==> config.mk <==
export PLATFORM = sky130hd
export DESIGN_NAME = ysyx_210544_csr_file
export DESIGN_NICKNAME = d
export VERILOG_FILES = /design/src/rtl/ysyx_210544_csr_file_pkg.sv /design/src/rtl/ysyx_210544_csr_counter.sv /design/src/rtl/ysyx_210544_csr_file.sv
export SDC_FILE = /design/constraint.sdc
export NUM_CORES = 1
export LEC_CHECK = 0
export CORE_UTILIZATION = 55
export CTS_BUF_LIST = sky130_fd_sc_hd__clkbuf_16
export DETAILED_ROUTE_END_ITERATION = 8
export GPL_TIMING_DRIVEN = 0
export HOLD_SLACK_MARGIN = 0.15
export PLACE_DENSITY = 0.85
export SETUP_SLACK_MARGIN = 0.02
export SLEW_MARGIN = 10
export SYNTH_ARGS = -nofsm -noshare
export SYNTH_HDL_FRONTEND = slang
export SYNTH_SLANG_ARGS = --single-unit
==> constraint.sdc <==
create_clock -name clk -period 6.2 [get_ports clk]
set_clock_uncertainty 0.05 [all_clocks]
set_input_delay 0.93 -clock clk [delete_from_list [all_inputs] [get_ports clk]]
set_output_delay 0.93 -clock clk [all_outputs]
set_load 0.02 [all_outputs]
==> src/rtl/ysyx_210544_csr_file_pkg.sv <==
// Shared CSR addresses, mstatus field positions and masks, and the ecall cause code.
// The CSR file top lists its build-time option in its own file header.
package ysyx_210544_csr_file_pkg;

  localparam logic [11:0] CSR_MSTATUS  = 12'h300;
  localparam logic [11:0] CSR_MIE      = 12'h304;
  localparam logic [11:0] CSR_MTVEC    = 12'h305;
  localparam logic [11:0] CSR_MSCRATCH = 12'h340;
  localparam logic [11:0] CSR_MEPC     = 12'h341;
  localparam logic [11:0] CSR_MCAUSE   = 12'h342;
  localparam logic [11:0] CSR_MIP      = 12'h344;
  localparam logic [11:0] CSR_MCYCLE   = 12'hB00;
  localparam logic [11:0] CSR_MINSTRET = 12'hB02;
  localparam logic [11:0] CSR_MHARTID  = 12'hF14;

  localparam int MSTATUS_MIE    = 3;
  localparam int MSTATUS_MPIE   = 7;
  localparam int MSTATUS_MPP_LO = 11;
  localparam int MSTATUS_FS_LO  = 13;
  localparam int MSTATUS_SD     = 63;

  localparam logic [63:0] MSTATUS_WMASK  = 64'h0000_0000_0000_7888;
  localparam logic [63:0] MSTATUS_RESET  = 64'h0000_0000_0000_1800;
  localparam logic [63:0] MCAUSE_ECALL_M = 64'd11;

  // SD is not stored; it summarises a dirty FS field.
  function automatic logic [63:0] mstatus_view(input logic [63:0] stored);
    logic [63:0] v;
    v = stored & MSTATUS_WMASK;
    v[MSTATUS_SD] = &stored[MSTATUS_FS_LO +: 2];
    return v;
  endfunction

endpackage

==> src/rtl/ysyx_210544_csr_counter.sv <==
// 64-bit free-running CSR counter with a software load that takes priority
// over the same-cycle increment; wraps naturally at 2^64.
module ysyx_210544_csr_counter (
  input  logic        clk,
  input  logic        rst_n,
  input  logic        load,
  input  logic [63:0] load_val,
  input  logic        inc,
  output logic [63:0] count
);

  always_ff @(posedge clk or negedge rst_n) begin
    if (!rst_n) begin
      count <= 64'd0;
    end else if (load) begin
      count <= load_val;
    end else if (inc) begin
      count <= count + 64'd1;
    end
  end

endmodule

==> src/rtl/ysyx_210544_csr_file.sv <==
// Machine-mode CSR file with ecall/mret trap handling and mcycle/minstret counters.
// Build option: YSYX_210544_CSR_MINSTRET_EN enables the minstret counter.
module ysyx_210544_csr_file
  import ysyx_210544_csr_file_pkg::*;
#(
  parameter logic [63:0] HARTID = 64'd0
) (
  input  logic        clk,
  input  logic        rst_n,
  input  logic [11:0] i_csr_addr,
  input  logic        i_csr_ren,
  input  logic        i_csr_wen,
  input  logic [63:0] i_csr_wdata,
  output logic [63:0] o_csr_rdata,
  input  logic        i_instr_retire,
  input  logic        i_ecall,
  input  logic        i_mret,
  input  logic [63:0] i_epc,
  output logic        o_trap_jmp,
  output logic [63:0] o_trap_addr
);

  logic [63:0] mstatus;
  logic [63:0] mie;
  logic [63:0] mtvec;
  logic [63:0] mscratch;
  logic [63:0] mepc;
  logic [63:0] mcause;
  logic [63:0] mcycle;
  logic [63:0] minstret;
  logic        wr_en;

  // A trap in the same cycle drops the software write entirely.
  assign wr_en = i_csr_wen & ~i_ecall & ~i_mret;

  always_ff @(posedge clk or negedge rst_n) begin
    if (!rst_n) begin
      mstatus  <= MSTATUS_RESET;
      mie      <= 64'd0;
      mtvec    <= 64'd0;
      mscratch <= 64'd0;
      mepc     <= 64'd0;
      mcause   <= 64'd0;
    end else if (i_ecall) begin
      mepc                           <= i_epc & ~64'd1;
      mcause                         <= MCAUSE_ECALL_M;
      mstatus[MSTATUS_MPIE]          <= mstatus[MSTATUS_MIE];
      mstatus[MSTATUS_MIE]           <= 1'b0;
      mstatus[MSTATUS_MPP_LO +: 2]   <= 2'b11;
    end else if (i_mret) begin
      mstatus[MSTATUS_MIE]           <= mstatus[MSTATUS_MPIE];
      mstatus[MSTATUS_MPIE]          <= 1'b1;
      mstatus[MSTATUS_MPP_LO +: 2]   <= 2'b11;
    end else if (wr_en) begin
      case (i_csr_addr)
        CSR_MSTATUS:  mstatus  <= i_csr_wdata & MSTATUS_WMASK;
        CSR_MIE:      mie      <= i_csr_wdata;
        CSR_MTVEC:    mtvec    <= i_csr_wdata;
        CSR_MSCRATCH: mscratch <= i_csr_wdata;
        CSR_MEPC:     mepc     <= i_csr_wdata & ~64'd1;
        CSR_MCAUSE:   mcause   <= i_csr_wdata;
        default:      ;
      endcase
    end
  end

  ysyx_210544_csr_counter u_mcycle (
    .clk      (clk),
    .rst_n    (rst_n),
    .load     (wr_en && (i_csr_addr == CSR_MCYCLE)),
    .load_val (i_csr_wdata),
    .inc      (1'b1),
    .count    (mcycle)
  );

`ifdef YSYX_210544_CSR_MINSTRET_EN
  ysyx_210544_csr_counter u_minstret (
    .clk      (clk),
    .rst_n    (rst_n),
    .load     (wr_en && (i_csr_addr == CSR_MINSTRET)),
    .load_val (i_csr_wdata),
    .inc      (i_instr_retire),
    .count    (minstret)
  );
`else
  logic unused_retire;
  assign unused_retire = i_instr_retire;
  assign minstret      = 64'd0;
`endif

  always_comb begin
    o_csr_rdata = 64'd0;
    if (i_csr_ren) begin
      case (i_csr_addr)
        CSR_MSTATUS:  o_csr_rdata = mstatus_view(mstatus);
        CSR_MIE:      o_csr_rdata = mie;
        CSR_MTVEC:    o_csr_rdata = mtvec;
        CSR_MSCRATCH: o_csr_rdata = mscratch;
        CSR_MEPC:     o_csr_rdata = mepc;
        CSR_MCAUSE:   o_csr_rdata = mcause;
        CSR_MIP:      o_csr_rdata = 64'd0;
        CSR_MCYCLE:   o_csr_rdata = mcycle;
        CSR_MINSTRET: o_csr_rdata = minstret;
        CSR_MHARTID:  o_csr_rdata = HARTID;
        default:      o_csr_rdata = 64'd0;
      endcase
    end
  end

  always_comb begin
    o_trap_jmp  = 1'b0;
    o_trap_addr = 64'd0;
    if (i_ecall) begin
      o_trap_jmp  = 1'b1;
      o_trap_addr = {mtvec[63:2], 2'b00};
    end else if (i_mret) begin
      o_trap_jmp  = 1'b1;
      o_trap_addr = mepc;
    end
  end

endmodule

## Word-level counts from Yosys, hierarchy flattened

Index checks and enable logic that the tools add are counted.

- Flip-flop bits (word level): 390
- Output and inout port bits: 129
- Input port bits: 147

- Reductions and logical operators: 14
- Bitwise logic cells: 4
- Add/subtract/negate cells: 1
- Eq/ne operators: 8
- Muxes and demuxes: 23

Operator list:

| cell | number |
|---|---|
| two-way mux 64 bit | 12 |
| one-hot mux 64 bit (7 select lines) | 1 |
| == test 12 x 10 -> 1 bit, second input constant | 6 |
| adder 64 x 1 -> 64 bit, second input constant | 1 |
| two-way mux 13 bit | 2 |
| AND reduction 4 bit | 4 |
| == test 12 bit, second input constant | 1 |
| two-way mux 1 bit | 6 |
| AND reduction 3 bit | 2 |
| nonzero test 2 bit | 3 |
| nonzero test 3 bit | 2 |
| two-way mux 2 bit | 2 |
| AND reduction 2 bit | 2 |
| bitwise AND 1 bit | 2 |
| != test 2 bit, second input constant | 1 |
| inverter 1 bit | 2 |
| logical AND 1 bit | 1 |

## Longest topological paths before layout

- Depth in word-level cells: 6
- Gate-level depth with buffers: 9
- Depth with buffers taken out: 7

## Modules after synthesis

From an unflattened synthesis, not the netlist that was laid out.

- Cell total of the unflattened synthesis: 1,805
- Area, all modules: 20,696.1 sq um

By module, submodules not included:

| module | seq. area each (sq um) | cells each | times used | area each (sq um) |
|---|---|---|---|---|
| ysyx_210544_csr_file | 8,135.3 | 1,383 | 1 | 16,947.5 |
| ysyx_210544_csr_counter | 1,601.5 | 422 | 1 | 3,748.6 |

## Least setup slack after synthesis

OpenSTA, ideal clock, no wires.

- Kind: input port to output port
- Start: input port i_csr_addr[5]
- End: output port o_csr_rdata[11]
- Stages on the path: 8
- Arrival: 2.780 ns
- Slack: 2.440 ns
- Path through: or4b_4 -> nor3_2 -> and4b_1 -> buf_2 -> buf_2 -> buf_2 -> nand2_1 -> a31oi_1

- Longest elaborated chain between the ends: 3

Ends and longest elaborated chain:

| element | RTL line | text |
|---|---|---|
| from (decl) | ysyx_210544_csr_file.sv:10 | `input logic [11:0] i_csr_addr,` |
| == test 12 bit or == test 12 x 10 -> 1 bit (tied branches) | ysyx_210544_csr_file.sv:94 | `case (i_csr_addr)` |
| one-hot mux 64 bit (7 select lines) * | ysyx_210544_csr_file.sv:94 |  |
| two-way mux 64 bit * | ysyx_210544_csr_file.sv:93 | `if (i_csr_ren) begin` |
| to (decl) | ysyx_210544_csr_file.sv:14 | `output logic [63:0] o_csr_rdata,` |

Every way passes the cells marked *; elsewhere a longest branch is shown, timed or not.

## Worst setup path in the final report

- Start: input port i_ecall
- End: output port o_trap_addr[61]

- Longest elaborated chain between the ends: 1

Ends and longest elaborated chain:

| element | RTL line | text |
|---|---|---|
| from (decl) | ysyx_210544_csr_file.sv:16 | `input logic i_ecall,` |
| two-way mux 64 bit | ysyx_210544_csr_file.sv:113 | `if (i_ecall) begin` |
| to (decl) | ysyx_210544_csr_file.sv:20 | `output logic [63:0] o_trap_addr` |

Every way passes these cells.

==> results.toml <==
[outcome]
status = "finished, final reports clean"

[routing]
first_pass_iters = 7
avgRoutedWirePerCell_um = 23.60
route.detailed.drc = 0
post_drt_via_cell_ratio = 6.469
met3_length_um = 5059
drt-total-wl_um = 60680
drt_iter0_drc = 1646
top_layer = "met5"
wl_met1_um = 24500
met2_length_um = 28620
via_count = 16630
ant_nets = 0

[setup_path]
r2r-end = "u_mcycle.count[60]"
criticalPathCategory = "input port to primary output"
cpMostUsedCell = "clkbuf_1"
endpoint_kind = "primary output"
cp_slowest_cell = "clkbuf_1"
required_ns = 5.22
crit_buf_inv = 5
r2r_slack_ns = 3.41
r2r-start = "u_mcycle.count[0]"
critPathMaxStageDelay_ns = 1.02
crit_chain = "clkdlybuf4s50_1, clkbuf_1, clkbuf_1, clkbuf_1, a22o_1, clkdlybuf4s50_1"
r2r.worst_path.cells = 7
cp_max_fo = 10
crit_path_start_kind = "input port"
critPathArrivalTime_ns = 4.90
cpLargestDelayFamily = "buffers and inverters"

[synth]
synth_common_cells = "387 x dfrtp_1, 215 x nand2_1, 194 x mux2_1, 178 x a22o_1, 124 x o21ai_1"
synth_top_family_by_area = "multiplexers"
synth_area_leaders = "dfrtp_1 49%, mux2_1 11%, a22o_1 7.9%"
synth-xor-area-share_pct = 2.697
yosysMostFrequentCell = "dfrtp_1"
yosys_warnings = 0
synth_edf_count = 0
yosys.area_share.simple_pct = 8.836
synth_cell_type_count = 58
syn_avg_cell_area_um2 = 11.28
synthAdderAreaFrac_pct = 0.06316
synth_mux_area_share_pct = 17.86
yosysTopAreaCell = "dfrtp_1"
synth_compound_area_share_pct = 16.72
synth_nets = 1905
synth.cell_area_um2 = 19810
ys_seq_elements = 389
syn_inst = 1757
async_flop_share_pct = 100.0
synth.yosys.seq_area_share_pct = 49.15
ys.flop_type = "dfrtp_1"
synth_top_area_share_pct = 48.89

[clock_tree]
post-cts-setup-buffers = 0
clk_pin_slew_ns = 0.06
cts_tree = "done"
root_buffer = "clkbuf_16"
cts_repair_resize_count = 0
cts_buffer_depth = 3
insertion_delay_ns = 0.53
numCtsBuffers = 41
htree_num_levels = 2
cts_hold_buf = 0
numClockSinks = 389

[power]
vdd_drop_max_uv = 191.2
p_leak_nw = 10.58
totalPowerFinal_mw = 5.372
powerDensity_nw_per_um2 = 220.2

[place]
place_inst = 2493
gp_congestion = 0.9232
detailed_place_hpwl_um = 42850
port_buffers = 272
dpl_cell_area_um2 = 23200

[timing]
finalSetupTns_ns = 0
fmax_ghz = 0.1701
period_share_pct = 94.80
drv_slew = 0
rsz0062_at_grt = "false"
layout_min_cycle_time_ns = 5.877
hold_viol_final = 0
hold_slack_ns = 0.3454
worstMarginPinSlew_ns = 1.301
setup_viol = 0
max_slew_margin_pct = 13.25

[floorplanning]
fp.dieW_um = 191.8
ios = 276
core_area_um2 = 35480
initial_utilization_pct = 55.83
die_h_um = 191.8
num_rows = 69
die-area_um2 = 36780

[cells_and_area]
areaGrowthSynthToFinish_pct = 23.18
stdcell_area_um2 = 24400
final-instance-count-excl-fill = 2571
drive_above_1_share_pct = 9.074
fin_nets = 2223

[worst_hold_path]
hold_path_class = "input port to async pin"

[global_route]
grt_usage_pct = 32.98
grt_pass1_vias = 16800
gr-total-overflow = 0
antenna_found_initial = 7
grt_pass1_wl_um = 93940
grt_max_degree = 117

[run]
max_cap_viol_count = 0
[cell families after synthesis]
kind of cell | Yosys count
other | 1
DFF | 389
muxes | 322
and+or+nand+nor | 367
xor gates and xnor gates | 61
buffers and inverters | 158
adders and majority gates | 1
AOI/OAI and AO/OA | 458
[flip-flops by register name (all words and copies together), names as in the netlist]
name	cells
mcause	64
mie	64
mscratch	64
mtvec	64
u_mcycle.count	64
mepc	63
mstatus	6
[report_power, final]
| part | internal, mW | leakage [nW] | switching, mW |
|---|---|---|---|
| Sequential | 2.59 | 5.01 | 0.0576 |
| Combinational | 0.210 | 4.95 | 0.264 |
| Clock | 1.24 | 0.615 | 1.01 |
[metal layers]
layer / global-route usage, % / vias to the layer above
li1: - / 7197
met1: 43.10 / 8340
met2: 53.79 / 893
met3: 6.413 / 197
met4: 13.55 / 6
met5: 0 / -
[placed cells by master, fill, tap and decap left out, types with 3 or more instances in the layout]
cell / synthesis / routed
dfrtp_1: 387 / 387
clkdlybuf4s50_1: 0 / 271
nand2_1: 215 / 215
mux2_1: 194 / 194
a22o_1: 178 / 178
o21ai_1: 124 / 124
clkbuf_1: 83 / 83
mux2i_1: 71 / 71
a21oi_1: 67 / 66
mux2_2: 57 / 57
a222oi_1: 57 / 57
clkbuf_16: 0 / 41
xnor2_1: 35 / 35
buf_2: 33 / 33
nand3_1: 31 / 31
nor2_1: 26 / 26
xor2_1: 26 / 26
inv_1: 11 / 20
nor3_1: 15 / 15
nor4_1: 13 / 13
clkinv_1: 0 / 13
and3_1: 12 / 12
buf_12: 12 / 12
nand4_1: 11 / 11
buf_4: 11 / 11
a22oi_1: 10 / 10
a31oi_1: 8 / 8
buf_6: 7 / 7
clkinv_2: 0 / 7
nand2b_1: 6 / 6
and4_1: 6 / 6
diode_2: 0 / 5
o21ai_0: 5 / 5
nor2b_1: 4 / 4
and2_1: 4 / 4
or2_1: 3 / 3
or4_1: 3 / 3
buf_16: 0 / 3
[worst max-delay path by stage]
stage | start | endpoint | slack, ns | depth (start not counted)
global placement | rst_n | mepc[54] | -12.50 | 1
finish | i_ecall | o_trap_addr[61] | 0.32 | 6
CTS | i_ecall | o_trap_addr[61] | 0.43 | 6
floorplan | i_csr_addr[5] | o_csr_rdata[11] | 2.44 | 8
global route | i_ecall | o_trap_addr[57] | 0.41 | 6
detailed placement | i_ecall | o_trap_addr[61] | 0.44 | 6
[area by class of cell]
| type | instances | area, um^2 |
|---|---|---|
| inverter | 11 | 41.29 |
| clock inverter | 32 | 162.7 |
| fill | 2515 | 11080 |
| buffer | 147 | 882.1 |
| antenna | 5 | 12.51 |
| sequential | 389 | 9737 |
| clock buffer | 41 | 1026 |
| multi-input combinational | 1210 | 9154 |
| tap | 461 | 576.8 |
| timing repair buffer | 275 | 2810 |
[stage by stage]
stage	util [%]	worst slack (ns)
final	68.77	0.3226
after global routing	68.74	0.4073
after CTS	68.74	0.4288
after detailed placement	65.39	0.4364
after global placement	65.13	-12.50
after floorplan	-	2.440
[worst register-to-register path, delay by kind of cell (launching register included)]
kind,cells,cell delay (ns)
compound gates,1,0.18
simple gates,5,1.73
flops,1,0.47
fa+ha+maj,1,0.26
Power figures use the tool's default switching activity.
